**config.mk**
```make
export PLATFORM = sky130hd
export DESIGN_NAME = washer_seq_ctrl
export DESIGN_NICKNAME = d
export VERILOG_FILES = /design/src/rtl/washer_pkg.sv /design/src/rtl/washer_phase_timer.sv /design/src/rtl/washer_seq_ctrl.sv
export SDC_FILE = /design/constraint.sdc
export NUM_CORES = 1
export LEC_CHECK = 0
export BUFFER_PORTS_ARGS = -buffer_cell sky130_fd_sc_hd__buf_2
export CAP_MARGIN = 20
export CORE_ASPECT_RATIO = 1.1
export CORE_UTILIZATION = 40
export CTS_BUF_LIST = sky130_fd_sc_hd__clkbuf_16
export CTS_CLUSTER_SIZE = 14
export DETAILED_ROUTE_END_ITERATION = 10
export PLACE_DENSITY_LB_ADDON = 0.25
export SLEW_MARGIN = 25
export SYNTH_ARGS = -nofsm -noshare
export SYNTH_HDL_FRONTEND = slang
export SYNTH_SLANG_ARGS = --single-unit
```
**constraint.sdc**
```tcl
create_clock -name clk -period 2.7 [get_ports clk]
set_input_delay 0.54 -clock clk [delete_from_list [all_inputs] [get_ports clk]]
set_output_delay 0.54 -clock clk [all_outputs]
set_load 0.05 [all_outputs]
```
**src/rtl/washer_pkg.sv**
```systemverilog
// Shared definitions for the washer sequencer: state codes, program (mode)
// codes, phase_sel display codes and the rinse-count clamp helper.
package washer_pkg;

   typedef enum logic [3:0] {
      ST_IDLE  = 4'd0,
      ST_READY = 4'd1,
      ST_SOAK  = 4'd2,
      ST_WASH  = 4'd3,
      ST_RINSE = 4'd4,
      ST_SPIN  = 4'd5,
      ST_PAUSE = 4'd6,
      ST_DONE  = 4'd7
   } state_t;

   typedef enum logic [1:0] {
      MODE_NORMAL    = 2'd0,
      MODE_QUICK     = 2'd1,
      MODE_HEAVY     = 2'd2,
      MODE_SPIN_ONLY = 2'd3
   } mode_t;

   localparam logic [1:0] PSEL_SOAK  = 2'b00;
   localparam logic [1:0] PSEL_WASH  = 2'b01;
   localparam logic [1:0] PSEL_RINSE = 2'b10;
   localparam logic [1:0] PSEL_SPIN  = 2'b11;

   // Requested rinse passes forced into 1..max_r; a request of 0 still rinses once.
   function automatic int unsigned clamp_rinse(input int unsigned req, input int unsigned max_r);
      int unsigned r;
      if (req == 0)
         r = 1;
      else if (req > max_r)
         r = max_r;
      else
         r = req;
      return r;
   endfunction

endpackage

```
**src/rtl/washer_phase_timer.sv**
```systemverilog
// Phase down-counter for the washer sequencer.
// Ports:
//   clk, rst_n   clock, async active-low reset (count -> 0)
//   en           global enable; when low the counter holds regardless of load
//   load         load load_val (takes priority over hold)
//   load_val     value loaded on load
//   hold         freeze the count (pause, idle states)
//   count        current value
//   zero         count == 0
module washer_phase_timer #(
   parameter int CNT_W = 16
) (
   input  logic             clk,
   input  logic             rst_n,
   input  logic             en,
   input  logic             load,
   input  logic [CNT_W-1:0] load_val,
   input  logic             hold,
   output logic [CNT_W-1:0] count,
   output logic             zero
);

   always_ff @(posedge clk or negedge rst_n) begin
      if (!rst_n) begin
         count <= '0;
      end else if (en) begin
         if (load)
            count <= load_val;
         else if (!hold && count != '0)
            count <= count - CNT_W'(1);
      end
   end

   assign zero = (count == '0);

endmodule

```
**src/rtl/washer_seq_ctrl.sv**
```systemverilog
// Washing-machine sequencer: program selection, per-phase internal timers,
// rinse pass counting and lid-open pause/resume.
// Ports:
//   clk, rst_n     clock, async active-low reset
//   power_on       global enable; all registers hold when low
//   start          level, starts a program from IDLE / resumes from PAUSE
//   cancel         abort to IDLE from any state
//   lid            1 = lid open
//   mode           program: NORMAL, QUICK, HEAVY, SPIN_ONLY
//   rinse_n        requested rinse passes (clamped to 1..MAX_RINSE)
//   state          current state code
//   phase_sel      display phase code
//   *_en           one-hot phase enables to the motor/valve drivers
//   timer_active   a phase is running
//   remain         phase timer value (also shown while paused)
//   rinse_left     rinse passes still to run, including the current one
//   busy, done     state != IDLE, state == DONE
//
// state    | meaning
// ---------+-------------------------------------------------------------
// IDLE     | waiting for start with lid closed
// READY    | program latched; next enabled cycle enters the first phase
// SOAK     | soak phase, SOAK_T cycles
// WASH     | wash phase, WASH_T cycles (2*WASH_T in HEAVY)
// RINSE    | one rinse pass of RINSE_T cycles, repeated rinse_left times
// SPIN     | spin phase, SPIN_T cycles
// PAUSE    | lid opened mid-phase; timer held, resumes saved phase on start
// DONE     | one-cycle completion marker
module washer_seq_ctrl
   import washer_pkg::*;
#(
   parameter int CNT_W     = 16,
   parameter int SOAK_T    = 600,
   parameter int WASH_T    = 1200,
   parameter int RINSE_T   = 400,
   parameter int SPIN_T    = 300,
   parameter int MAX_RINSE = 3,
   parameter int RC_W      = 3
) (
   input  logic             clk,
   input  logic             rst_n,
   input  logic             power_on,
   input  logic             start,
   input  logic             cancel,
   input  logic             lid,
   input  logic [1:0]       mode,
   input  logic [RC_W-1:0]  rinse_n,
   output logic [3:0]       state,
   output logic [1:0]       phase_sel,
   output logic             soak_en,
   output logic             wash_en,
   output logic             rinse_en,
   output logic             spin_en,
   output logic             timer_active,
   output logic [CNT_W-1:0] remain,
   output logic [RC_W-1:0]  rinse_left,
   output logic             busy,
   output logic             done
);

   localparam logic [CNT_W-1:0] SOAK_LD  = CNT_W'(SOAK_T - 1);
   localparam logic [CNT_W-1:0] WASH_LD  = CNT_W'(WASH_T - 1);
   localparam logic [CNT_W-1:0] WASHH_LD = CNT_W'(2 * WASH_T - 1);
   localparam logic [CNT_W-1:0] RINSE_LD = CNT_W'(RINSE_T - 1);
   localparam logic [CNT_W-1:0] SPIN_LD  = CNT_W'(SPIN_T - 1);
   localparam logic [RC_W-1:0]  RC_ONE   = RC_W'(1);

   state_t           state_q, state_d;
   state_t           saved_q, saved_d;
   mode_t            mode_q, mode_d;
   logic [RC_W-1:0]  rinse_q, rinse_d;

   logic             tmr_load, tmr_hold, tmr_zero;
   logic [CNT_W-1:0] tmr_val, tmr_count;

   washer_phase_timer #(.CNT_W(CNT_W)) u_timer (
      .clk      (clk),
      .rst_n    (rst_n),
      .en       (power_on),
      .load     (tmr_load),
      .load_val (tmr_val),
      .hold     (tmr_hold),
      .count    (tmr_count),
      .zero     (tmr_zero)
   );

   always_ff @(posedge clk or negedge rst_n) begin
      if (!rst_n) begin
         state_q <= ST_IDLE;
         saved_q <= ST_IDLE;
         mode_q  <= MODE_NORMAL;
         rinse_q <= '0;
      end else if (power_on) begin
         state_q <= state_d;
         saved_q <= saved_d;
         mode_q  <= mode_d;
         rinse_q <= rinse_d;
      end
   end

   always_comb begin
      state_d  = state_q;
      saved_d  = saved_q;
      mode_d   = mode_q;
      rinse_d  = rinse_q;
      tmr_load = 1'b0;
      tmr_hold = 1'b1;
      tmr_val  = '0;
      if (cancel && state_q != ST_IDLE) begin
         // Loading zero clears the timer so the display blanks cleanly.
         state_d  = ST_IDLE;
         rinse_d  = '0;
         tmr_load = 1'b1;
      end else begin
         case (state_q)
            ST_IDLE: begin
               if (start && !lid && !cancel) begin
                  state_d = ST_READY;
                  mode_d  = mode_t'(mode);
                  rinse_d = RC_W'(clamp_rinse(32'(rinse_n), MAX_RINSE));
               end
            end
            ST_READY: begin
               if (!lid) begin
                  tmr_load = 1'b1;
                  case (mode_q)
                     MODE_QUICK: begin
                        state_d = ST_WASH;
                        tmr_val = WASH_LD;
                     end
                     MODE_SPIN_ONLY: begin
                        // No rinse will run in this program.
                        state_d = ST_SPIN;
                        tmr_val = SPIN_LD;
                        rinse_d = '0;
                     end
                     default: begin
                        state_d = ST_SOAK;
                        tmr_val = SOAK_LD;
                     end
                  endcase
               end
            end
            ST_SOAK, ST_WASH, ST_RINSE, ST_SPIN: begin
               if (lid) begin
                  state_d = ST_PAUSE;
                  saved_d = state_q;
               end else if (tmr_zero) begin
                  case (state_q)
                     ST_SOAK: begin
                        state_d  = ST_WASH;
                        tmr_load = 1'b1;
                        tmr_val  = (mode_q == MODE_HEAVY) ? WASHH_LD : WASH_LD;
                     end
                     ST_WASH: begin
                        state_d  = ST_RINSE;
                        tmr_load = 1'b1;
                        tmr_val  = RINSE_LD;
                     end
                     ST_RINSE: begin
                        tmr_load = 1'b1;
                        if (rinse_q > RC_ONE) begin
                           rinse_d = rinse_q - RC_ONE;
                           tmr_val = RINSE_LD;
                        end else begin
                           state_d = ST_SPIN;
                           rinse_d = '0;
                           tmr_val = SPIN_LD;
                        end
                     end
                     default: state_d = ST_DONE;
                  endcase
               end else begin
                  tmr_hold = 1'b0;
               end
            end
            ST_PAUSE: begin
               if (!lid && start)
                  state_d = saved_q;
            end
            ST_DONE:  state_d = ST_IDLE;
            default:  state_d = ST_IDLE;
         endcase
      end
   end

   always_comb begin
      phase_sel = PSEL_SOAK;
      soak_en   = 1'b0;
      wash_en   = 1'b0;
      rinse_en  = 1'b0;
      spin_en   = 1'b0;
      remain    = '0;
      case (state_q)
         ST_SOAK: begin
            soak_en = 1'b1;
            remain  = tmr_count;
         end
         ST_WASH: begin
            wash_en   = 1'b1;
            phase_sel = PSEL_WASH;
            remain    = tmr_count;
         end
         ST_RINSE: begin
            rinse_en  = 1'b1;
            phase_sel = PSEL_RINSE;
            remain    = tmr_count;
         end
         ST_SPIN: begin
            spin_en   = 1'b1;
            phase_sel = PSEL_SPIN;
            remain    = tmr_count;
         end
         ST_PAUSE: remain = tmr_count;
         default: ;
      endcase
   end

   assign state        = state_q;
   assign timer_active = soak_en | wash_en | rinse_en | spin_en;
   assign rinse_left   = rinse_q;
   assign busy         = (state_q != ST_IDLE);
   assign done         = (state_q == ST_DONE);

endmodule

```
======== After elaboration in Yosys (flattened, before gate mapping) ========
Index checks and enable logic that the tools add are counted.
word-level totals
  logic and storage cells ................. 102
  input bits .............................. 11
  output and inout port bits .............. 32
  bits in registers ....................... 29
cells by class
  equal/unequal tests ..................... 19
  magnitude comparators ................... 2
  muxes and demuxes ....................... 48
  add/subtract/negate cells ............... 2
  bitwise logic cells ..................... 4
  reduce and logical (&&, ||, !) cells .... 22
operators with widths
  operator                                             number
  two-way mux 12 bit                                   4
  two-way mux 16 bit                                   3
  case mux 12 bit (3 select lines)                     1
  two-way mux 3 bit                                    10
  two-way mux 4 bit                                    7
  case mux 12 bit (2 select lines)                     1
  case mux 11 bit (2 select lines)                     1
  != test 3 bit (second input constant)                7
  == test 4 x 3 -> 1 bit (second input constant)       4
  logical NOT 16 bit                                   1
  case mux 4 bit (4 select lines)                      1
  nonzero test 16 bit                                  1
  subtractor 16 x 1 -> 16 bit (second input constant)  1
  two-way mux 1 bit                                    13
  case mux 4 bit (3 select lines)                      1
  two-way mux 11 bit                                   1
  case mux 3 bit (3 select lines)                      1
  == test 4 x 2 -> 1 bit (second input constant)       2
  two-way mux 8 bit                                    1
  AND reduction 4 bit                                  2
  AND reduction 8 bit                                  1
  nonzero test 4 bit                                   2
  case mux 2 bit (3 select lines)                      1
  case mux 3 bit (2 select lines)                      1
  other kinds (21)                                     29

======== Depth between registers and ports, before layout ========
  word-level depth ........................ 9
  gate-level depth with buffers ........... 9
  gate-level depth less buffers ........... 7

======== Hierarchy ========
From an unflattened synthesis, not the netlist that was laid out.
unflattened totals
  cell total of the unflattened synthesis .. 302
  area, all modules ....................... 2517.4 sq um
modules (own cells, without submodules)
  module              cells each  area each (sq um)  sequential area each (sq um)  instances
  washer_seq_ctrl     182         1400.1             325.3                         1
  washer_phase_timer  120         1117.3             400.4                         1

======== Least setup slack after synthesis ========
Ideal clock, no wire load.
  path type ............................... register to output
  from .................................... reg state_q[2] (netlist: state[2])
  to ...................................... out remain[10]
  arrival ................................. 2331 ps
  cell stages (with the launch flop) ...... 7
  required time ........................... 2160 ps
  setup slack ............................. -171 ps
  path buffers ............................ 3
  path through ............................ dfrtp_1 > buf_4 > clkbuf_1 > nor2_1 > a211oi_1 > clkbuf_1 > and2_1
on the way
  longest elaborated chain between the ends .. 3
  elaborated cells on any way between the ends .. 7
  classes of those cells .................. eq/ne (5); mux (1); reduce/logical (1)
RTL lines
  what                                                                     line                    text
  from (decl)                                                              washer_seq_ctrl.sv:68   state_t state_q, state_d;
  from (signal assigned)                                                   washer_seq_ctrl.sv:94   state_q <= state_d;
  == test 4 x 3 -> 1 bit / == test 4 x 2 -> 1 bit (equally long branches)  washer_seq_ctrl.sv:194  case (state_q)
  OR reduction 5 bit (no source line) (*)                                  --
  two-way mux 16 bit (*)                                                   washer_seq_ctrl.sv:194
  to (decl)                                                                washer_seq_ctrl.sv:55   output logic [CNT_W-1:0] remain,
Every way passes the cells marked *; elsewhere a longest branch is shown, timed or not.

======== Worst setup path in the final report ========
Ends and elaborated chain as after synthesis.

==> reports/qor.csv <==
metric,value,unit
core area,0.006156,sq mm
# setup viols final,0,
synthesized instance count,310,
global-route usage over all layers,23.52,%
WHS,306.7,ps
number of DRC markers in iteration 0,168,
TNS Setup,0,ps
clk_skew,7.039,ps
Port-buffer cells,42,
Critical Path Fanout Max,20,
largest net degree at the start of global routing,30,
"area leader, netlist",dfrtp_1,
Nets,372,
Vias/cell,6.132,
postcts setup bufs,0,
Yosys cell types,62,
hold buffers post-CTS,0,
hold crit path type,in2async,
CP required,2160,ps
Boundary Pins,43,
Fmax,0.3956,GHz
Pwr Density,1333,mW/mm^2
Max clock buf depth,2,
"flops & latches, synth",29,
"CTS clk-pin slew, worst paths",50,ps
syn nets,325,
Ant. Diodes,0,
Overflow after GRT,0,
Die Area,0.006654,sq mm
Setup CP Type,reg2out,
RSZ-0062 raised after global routing,false,
Hold Fails Final Rpt,0,
family with the most delay on the worst path,flip-flops,
ANT nets after route,0,
WL final,7469,um
Cell Rows,30,
sequential area share after synthesis,28.66,%
Synth top area share,28.66,%
startpoint types,register,
crit-path cells,and2_1 > a211oi_1 > buf_4 > and2_2 > buf_2,
initial antenna violation count,0,
Vias,2686,
Period minus WS final,2528,ps
layout cells sized above 1,26.54,%
H-tree depth,2,
vias in the first global route,2387,
crit path max-delay cell type,dfrtp_2,
Critical Path Max Stage Delay,520,ps
Synth Cell Area,0.002532,sq mm
Synth Flop Type,dfrtp_1,
CP arrival,1990,ps
TritonCTS buffer count,5,
top post-synthesis cells by area,"dfrtp_1 29%, and2_1 4.9%, o21ai_0 4.5%, mux2_2 4.4%, nor2_1 3.4%",
Slew Limit Fails,0,
GP Congestion,0.9233,
CTS tree,yes,
max_cap viols,0,
Sink Count,29,
chip width,77.87,um
DR WL/cell,17.05,um
Leakage,1.319,nW
drc violations,0,
Setup crit end kind,output port,
die height,85.45,um
fin crit share,93.63,%
Worst-Skew Late Latency,280,ps
"Core Util, Final",49.39,%
most frequent cells in the layout,"42 x buf_2, 28 x dfrtp_1, 23 x nor2_1, 23 x o21ai_0, 20 x nand2_1",
"EDFF count, synth",0,
first-pass GRT wire length,12080,um
Starting Density,41.14,%
DR pass1 iterations,5,
post-CTS sizing,0,
Worst-Margin Slew,681.4,ps
Detail Placement HPWL,5644,um
clock root buffer,clkbuf_16,
Layout area overhead,20.06,%
outcome,"complete, no violations",
Final Power,4.054,mW
maximum vdd ir drop,0.5808,mV
Async SR Flop Fraction,100.0,%
Place WS,312.0,ps
"most common cell after layout, fill and taps aside",buf_2,
worst setup margin,172.1,ps
Ys Warns,0,
Crit path buffers/inverters,2,
Mapped Avg Cell Area,8.169,sq um
Slew HR,54.57,%
==> area by class of cell <==
cell class / instances / area (sq um)
Clock buffer: 5 / 125.1
Clock inverter: 3 / 11.26
Fill cell: 615 / 3115
Inverter: 15 / 56.30
Multi-Input combinational cell: 250 / 1705
Sequential cell: 29 / 726.9
Tap cell: 80 / 100.1
Timing Repair Buffer: 56 / 315.3
==> sequential cells by signal (all words and copies together), names as in the netlist <==
signal / flops
saved_q: 4
rinse_left: 3
mode_q: 2
u_timer.count: 16
state: 4
==> metrics by stage <==
step / instance area [sq um] / std cells
after floorplan: 2557 / 310
after CTS: 3040 / 438
after detailed placement: 2904 / 430
after global routing: 3040 / 438
after global placement: 2904 / 430
final: 3040 / 438
==> power by group <==
part / internal (mW) / switching [mW]
combinational: 0.939 / 1.74
clock: 0.330 / 0.191
sequential: 0.605 / 0.252
==> cell usage after synthesis (4+ instances only) <==
| master | number |
|---|---|
| a211oi_1 | 7 |
| a21oi_1 | 15 |
| and2_1 | 20 |
| clkbuf_1 | 9 |
| dfrtp_1 | 29 |
| ha_1 | 4 |
| inv_1 | 15 |
| mux2_2 | 10 |
| nand2_1 | 20 |
| nand2b_1 | 6 |
| nand3_1 | 8 |
| nand4_1 | 5 |
| nor2_1 | 23 |
| nor2b_1 | 6 |
| nor3_1 | 10 |
| nor3b_1 | 6 |
| nor4_1 | 8 |
| o21a_1 | 6 |
| o21ai_0 | 23 |
| o221ai_1 | 4 |
| o2bb2ai_1 | 7 |
| o41ai_1 | 4 |
| or3_1 | 5 |
==> worst paths after layout <==
check,startpoint,endpoint,slack (ps),cells after the start
max,state[2],remain[10],170,5
min,rst_n,mode_q[0],310,1
max reg2reg,state[1],u_timer.count[0],260,5
min reg2reg,saved_q[2],saved_q[2],500,1
max in group asynchronous,rst_n,state[2],1920,1
min in group clk,mode[0],mode_q[0],490,2
==> layer usage <==
metal	share of wire (%)	GRT usage, %	wire length (um)	vias to the layer above
met5	0	0	0	-
met2	50	40.14	3723	112
met3	5.1	3.656	379	26
met4	3.3	11.66	244	0
li1	-	-	-	1263
met1	42	28.70	3122	1285
==> cell families (layout without fill, tap and decap cells) <==
family                     count (synthesis)  count (layout)  share of synthesized area (%)
and+or+nand+nor                          133             133                          29.84
muxes                                     13              13                          5.633
xor gates and xnor gates                   2               2                         0.9884
buffers and inverters                     31              79                          4.940
DFF                                       29              29                          28.66
adders and majority gates                  4               4                          1.976
AOI/OAI and AO/OA                         98              98                          27.97
Note: power is estimated with default switching activity, not from simulation.
